## src/rtl/prio_pkg.sv

```systemverilog
// ---------------------------------------------------------------------------
// prio_pkg
// Shared types for the priority arbiter slice.
//   state_t : arbiter FSM states (IDLE, GRANT)
//   mode_t  : arbitration mode (FIXED = highest index wins, RR = round-robin)
// ---------------------------------------------------------------------------
package prio_pkg;

    typedef enum logic {
        IDLE  = 1'b0,
        GRANT = 1'b1
    } state_t;

    typedef enum logic {
        FIXED = 1'b0,
        RR    = 1'b1
    } mode_t;

endpackage

```

## src/rtl/prio_enc.sv

```systemverilog
// ---------------------------------------------------------------------------
// prio_enc
// Combinational priority encoder: reports the index of the highest set bit.
// Ports:
//   req [N-1:0]   : input vector
//   vld           : at least one bit of req is set
//   idx [IDW-1:0] : index of the highest set bit (0 when vld = 0)
// ---------------------------------------------------------------------------
module prio_enc #(
    parameter  int N   = 16,
    localparam int IDW = $clog2(N)
) (
    input  logic [N-1:0]   req,
    output logic           vld,
    output logic [IDW-1:0] idx
);

    assign vld = |req;

    // Scanning upward lets the last (highest) set bit overwrite earlier ones.
    always_comb begin
        idx = '0;
        for (int i = 0; i < N; i++) begin
            if (req[i]) begin
                idx = IDW'(i);
            end
        end
    end

endmodule

```

## src/rtl/prio_arbiter.sv

```systemverilog
// ---------------------------------------------------------------------------
// prio_arbiter
// Two-state arbiter granting one of N requesters, either by fixed priority
// (highest index wins) or round-robin (downward search from a pointer).
// A grant is held until done or until MAX_HOLD cycles have elapsed.
// Ports:
//   clk, rst_n      : clock (rising edge), asynchronous active-low reset
//   req [N-1:0]     : request vector, bit i = requester i
//   mode            : 0 = FIXED, 1 = RR (sampled only when idle)
//   done            : granted requester releases the grant
//   gnt_vld         : grant active
//   gnt_id [IDW-1:0]: binary index of the granted requester
//   gnt_oh [N-1:0]  : one-hot grant, zero when no grant
//   timeout         : one-cycle pulse when a grant is forcibly released
// ---------------------------------------------------------------------------
module prio_arbiter
    import prio_pkg::*;
#(
    parameter  int N        = 16,
    parameter  int MAX_HOLD = 16,
    localparam int IDW      = $clog2(N)
) (
    input  logic           clk,
    input  logic           rst_n,
    input  logic [N-1:0]   req,
    input  logic           mode,
    input  logic           done,
    output logic           gnt_vld,
    output logic [IDW-1:0] gnt_id,
    output logic [N-1:0]   gnt_oh,
    output logic           timeout
);

    localparam int HW = $clog2(MAX_HOLD + 1);

    state_t         state;
    logic [IDW-1:0] ptr;
    logic [HW-1:0]  hold;

    mode_t          arb_mode;
    logic           fix_vld;
    logic [IDW-1:0] fix_id;
    logic [IDW:0]   rot_sh;
    logic [N-1:0]   rot_req;
    logic           rr_vld;
    logic [IDW-1:0] rr_rot_id;
    logic [IDW:0]   rr_sum;
    logic [IDW-1:0] rr_id;
    logic           win_vld;
    logic [IDW-1:0] win_id;
    logic [N-1:0]   win_oh;
    logic           hold_last;

    assign arb_mode = mode_t'(mode);

    prio_enc #(.N(N)) u_fix_enc (
        .req (req),
        .vld (fix_vld),
        .idx (fix_id)
    );

    // Rotate so that req[ptr] lands on bit N-1, req[ptr-1] on bit N-2, and so
    // on; the highest-bit encoder then performs the downward search from ptr.
    assign rot_sh  = {1'b0, ptr} + (IDW+1)'(1);
    assign rot_req = N'({req, req} >> rot_sh);

    prio_enc #(.N(N)) u_rr_enc (
        .req (rot_req),
        .vld (rr_vld),
        .idx (rr_rot_id)
    );

    // Undo the rotation: original index = (rotated index + ptr + 1) mod N.
    // The sum stays below 2N, so one conditional subtraction suffices.
    assign rr_sum = {1'b0, rr_rot_id} + rot_sh;
    assign rr_id  = (rr_sum >= (IDW+1)'(N)) ? IDW'(rr_sum - (IDW+1)'(N))
                                            : IDW'(rr_sum);

    assign win_vld   = (arb_mode == RR) ? rr_vld : fix_vld;
    assign win_id    = (arb_mode == RR) ? rr_id  : fix_id;
    assign win_oh    = N'(1) << win_id;
    assign hold_last = (hold == HW'(MAX_HOLD - 1));

    // Single FSM register block; every output is a flop so the grant is
    // glitch-free and appears one edge after arbitration.
    always_ff @(posedge clk or negedge rst_n) begin
        if (!rst_n) begin
            state   <= IDLE;
            gnt_vld <= 1'b0;
            gnt_id  <= '0;
            gnt_oh  <= '0;
            timeout <= 1'b0;
            hold    <= '0;
            ptr     <= IDW'(N - 1);
        end else begin
            timeout <= 1'b0;
            case (state)
                IDLE: begin
                    if (win_vld) begin
                        state   <= GRANT;
                        gnt_vld <= 1'b1;
                        gnt_id  <= win_id;
                        gnt_oh  <= win_oh;
                        hold    <= '0;
                        if (arb_mode == RR) begin
                            ptr <= (win_id == '0) ? IDW'(N - 1)
                                                  : win_id - IDW'(1);
                        end
                    end
                end
                GRANT: begin
                    // done takes precedence over a coincident hold expiry.
                    if (done) begin
                        state   <= IDLE;
                        gnt_vld <= 1'b0;
                        gnt_oh  <= '0;
                    end else if (hold_last) begin
                        state   <= IDLE;
                        gnt_vld <= 1'b0;
                        gnt_oh  <= '0;
                        timeout <= 1'b1;
                    end else begin
                        hold <= hold + HW'(1);
                    end
                end
                default: begin
                    state <= IDLE;
                end
            endcase
        end
    end

endmodule

```

## config.mk

```make
export PLATFORM = sky130hd
export DESIGN_NAME = prio_arbiter
export DESIGN_NICKNAME = d
export VERILOG_FILES = /design/src/rtl/prio_pkg.sv /design/src/rtl/prio_enc.sv /design/src/rtl/prio_arbiter.sv
export SDC_FILE = /design/constraint.sdc
export NUM_CORES = 1
export LEC_CHECK = 0
export ABC_AREA = 1
export CORE_MARGIN = 1
export CORE_UTILIZATION = 48
export DETAILED_ROUTE_END_ITERATION = 8
export PLACE_DENSITY = 0.72
export SYNTH_ARGS = -nofsm -noshare
export SYNTH_HDL_FRONTEND = slang
export SYNTH_SLANG_ARGS = --single-unit
export TNS_END_PERCENT = 5
```

## constraint.sdc

```tcl
create_clock -name clk -period 6.28 [get_ports clk]
set_input_delay 0.942 -clock clk [delete_from_list [all_inputs] [get_ports clk]]
set_output_delay 0.942 -clock clk [all_outputs]
set_load 0.01 [all_outputs]
```

==> results.py <==
metrics = {
    "grt": {
        "grt_use_total_pct": 24.0,
        "grt_pass1_wl_mm": 11.5,
        "grt_pass1_vias": 2586,
        "grt-ovfl-total": 0,
        "antenna_found_initial": 0,
        "grt_max_degree": 33,
    },
    "timing": {
        "fin_crit_sh_pct": 71.1,
        "worst_pin_slew_ps": 908,
        "setup_viol_count_final": 0,
        "hold_ws_ps": 484,
        "final_max_slew_viol_count": 0,
        "post-route-min-period_ps": 4460,
        "setup_tns_ps": 0,
        "skew_ps": 4.65,
        "max_freq_ghz": 0.224,
        "max_slew_margin_pct": 38.8,
        "rsz0062_at_grt": "no",
        "hold_viol": 0,
    },
    "logic_synthesis": {
        "synth_enable_flop_cells": 0,
        "synth_cells": 397,
        "synth_warnings": 0,
        "ys_ff_latch": 32,
        "synth_top_family_by_area": "simple AND/OR/NAND/NOR gates",
        "seq_area_frac_synth_pct": 29.6,
        "syn_avg_cell_area_um2": 6.85,
        "yosys-top-cells-count": "nand2_1, nand3_1, inv_1, dfrtp_1, o21ai_0",
        "netlist_area_mm2": 0.00272,
        "synth_xor_area_share_pct": 0.966,
        "yosys.cell_types.count": 39,
        "ys.flop_type": "dfrtp_1",
        "synth_top_cell_by_area": "dfrtp_1",
        "yosys.area_share.simple_pct": 42.0,
        "async_flop_share_pct": 100,
        "synth_compound_area_share_pct": 13.1,
        "syn_nets": 428,
        "synth_most_common_cell": "nand2_1",
        "synth_area_leaders": "dfrtp_1, nand2_1, nand3_1",
        "synth_fa_ha_area_share_pct": 5.34,
        "synth.area.mux_share_pct": 0,
        "synth_top_area_share_pct": 25.8,
    },
    "finish": {
        "syn2layout_area_growth_pct": 18.4,
        "layout-drive-gt1-share_pct": 12.0,
        "num_antenna_cells": 0,
        "nNetsFinal": 464,
    },
    "routing": {
        "drc": 0,
        "totalWireLength_mm": 6.69,
        "avgRoutedWirePerCell_um": 13.2,
        "via_count": 2707,
        "drt_iter0_drc": 203,
        "vias_per_cell": 5.35,
        "dr.pass1.iters": 4,
        "ant_nets": 0,
    },
    "critical_path": {
        "worstSetupEndpointType": "register",
        "required_ps": 6430,
        "crit_arrival_ps": 4620,
        "max_stage_delay_ps": 710,
        "worst-path-max-fanout": 7,
        "cpMaxStageDelayCell": "o21ai_0",
        "crit_top_cell": "nand2_1",
        "crit_type": "in2reg",
        "critPathLaunchType": "input pin",
    },
    "die": {
        "dieArea_mm2": 0.00597,
        "ioPinCount": 42,
        "rows": 27,
        "coreArea_mm2": 0.00547,
        "initial_core_util_pct": 49.7,
        "die_w_um": 77.3,
        "die-height_um": 77.3,
    },
    "clock_network": {
        "ctsRootBufferMaster": "clkbuf_8",
        "insertion_delay_ps": 290,
        "clk_pin_slew_ps": 60,
        "clkSinkCount": 32,
        "cts_max_level": 2,
        "tritoncts": "done",
        "cts_buffers": 5,
        "cts_setup_buffers": 0,
        "clockBufferDepth": 2,
        "cts_resized": 0,
        "ctsHoldBuffers": 0,
    },
    "power": {
        "total_power_w": 0.00171,
        "seqPwrFrac_pct": 22.4,
        "ir_drop_mv": 0.267,
        "power_density_mw_per_mm2": 532,
        "p_sw_w": 0.000923,
        "p_int_w": 0.000791,
        "swShare_pct": 53.9,
        "combinationalPowerShare_pct": 68.8,
        "p_leak_nw": 1.52,
        "pwr-share-clk_pct": 8.8,
    },
    "min_path": {
        "hp-class": "reg2reg",
    },
    "run_status": {
        "status": "finished clean",
    },
    "place": {
        "place_hpwl_mm": 5.16,
        "io_buffers": 41,
        "gp_congestion": 0.851,
    },
    "run": {
        "drv_cap": 0,
    },
}
registers in the layout, summed over array words and instances, names as in the netlist:
| signal | flops |
|---|---|
| timeout | 1 |
| hold | 5 |
| state | 1 |
| gnt_id | 4 |
| gnt_vld | 1 |
| ptr | 4 |
| gnt_oh | 16 |
cell type report:
type                       instances  area (um2)
tap                               72        90.1
multi-input combinational        314        1670
timing repair buffer              42         418
sequential                        32         806
fill                             553        2250
clock buffer                       7        76.3
clock inverter                     1        5.00
inverter                          38         154
layer usage:
layer | GRT usage (%) | share of wire (%)
met1 | 27.9 | 42
met2 | 43.5 | 51
met3 | 3.57 | 4.5
met4 | 10.2 | 2.3
met5 | 0 | 0
logic make-up (layout without fill, tap and decap cells):
family / count (synthesis) / count (layout)
simple gates: 247 / 247
compound gates: 53 / 53
buf+inv: 51 / 88
flops: 32 / 32
fa+ha+maj: 11 / 11
xor+xnor: 3 / 3
critical path, delay by kind of cell:
kind / cells / cell delay [ps]
AO/OA/AOI/OAI: 3 / 860
adder cells (fa/ha/maj): 2 / 570
buffers and inverters: 5 / 1020
AND/OR/NAND/NOR: 19 / 1250
cell usage in the layout, fill, tap and decap left out, types with 3 or more instances in the layout:
cell type	instances
nand2_1	117
nand3_1	80
clkdlybuf4s50_1	41
inv_1	34
dfrtp_1	28
o21ai_0	20
nor2_1	17
nand2_2	11
o21ai_2	10
ha_1	10
a21oi_1	8
nand3_2	6
o31ai_2	5
clkbuf_8	5
nor4_1	4
dfstp_2	4
nor2_2	3
xor2_1	3
o21ai_1	3
metrics by stage:
stage                     cells  area (um2)  utilization, %  setup WS [ps]
after detailed placement    498        3140            57.3           1570
after global placement      498        3140            57.3           1610
after CTS                   506        3220            58.8           1870
final                       506        3220            58.8           1820
after floorplan             397        2720               -           2720
after global routing        506        3220            58.8           1440
final timing paths:
kind / cells past startpoint / from / slack (ps) / endpoint
setup / recovery: 29 / req[13] / 1820 / gnt_oh[5]
hold / removal: 2 / gnt_oh[14] / 480 / gnt_oh[14]
setup reg to reg: 28 / ptr[1] / 1920 / gnt_oh[5]
hold reg to reg: 2 / gnt_oh[14] / 480 / gnt_oh[14]
max in group asynchronous: 2 / rst_n / 4900 / ptr[1]
min in group asynchronous: 2 / rst_n / 1050 / gnt_oh[9]
power groups by stage:
stage / Combinational [W] / Sequential, W / Clock (W)
finish: 0.00118 / 0.000384 / 0.000151
global route: 0.00135 / 0.000397 / 0.000163
CTS: 0.00118 / 0.000384 / 0.000155
detailed placement: 0.00117 / 0.000386 / 0
global placement: 0.00116 / 0.000386 / 0
floorplan: 0.000948 / 0.000340 / 0
Power figures use the tool's default switching activity.
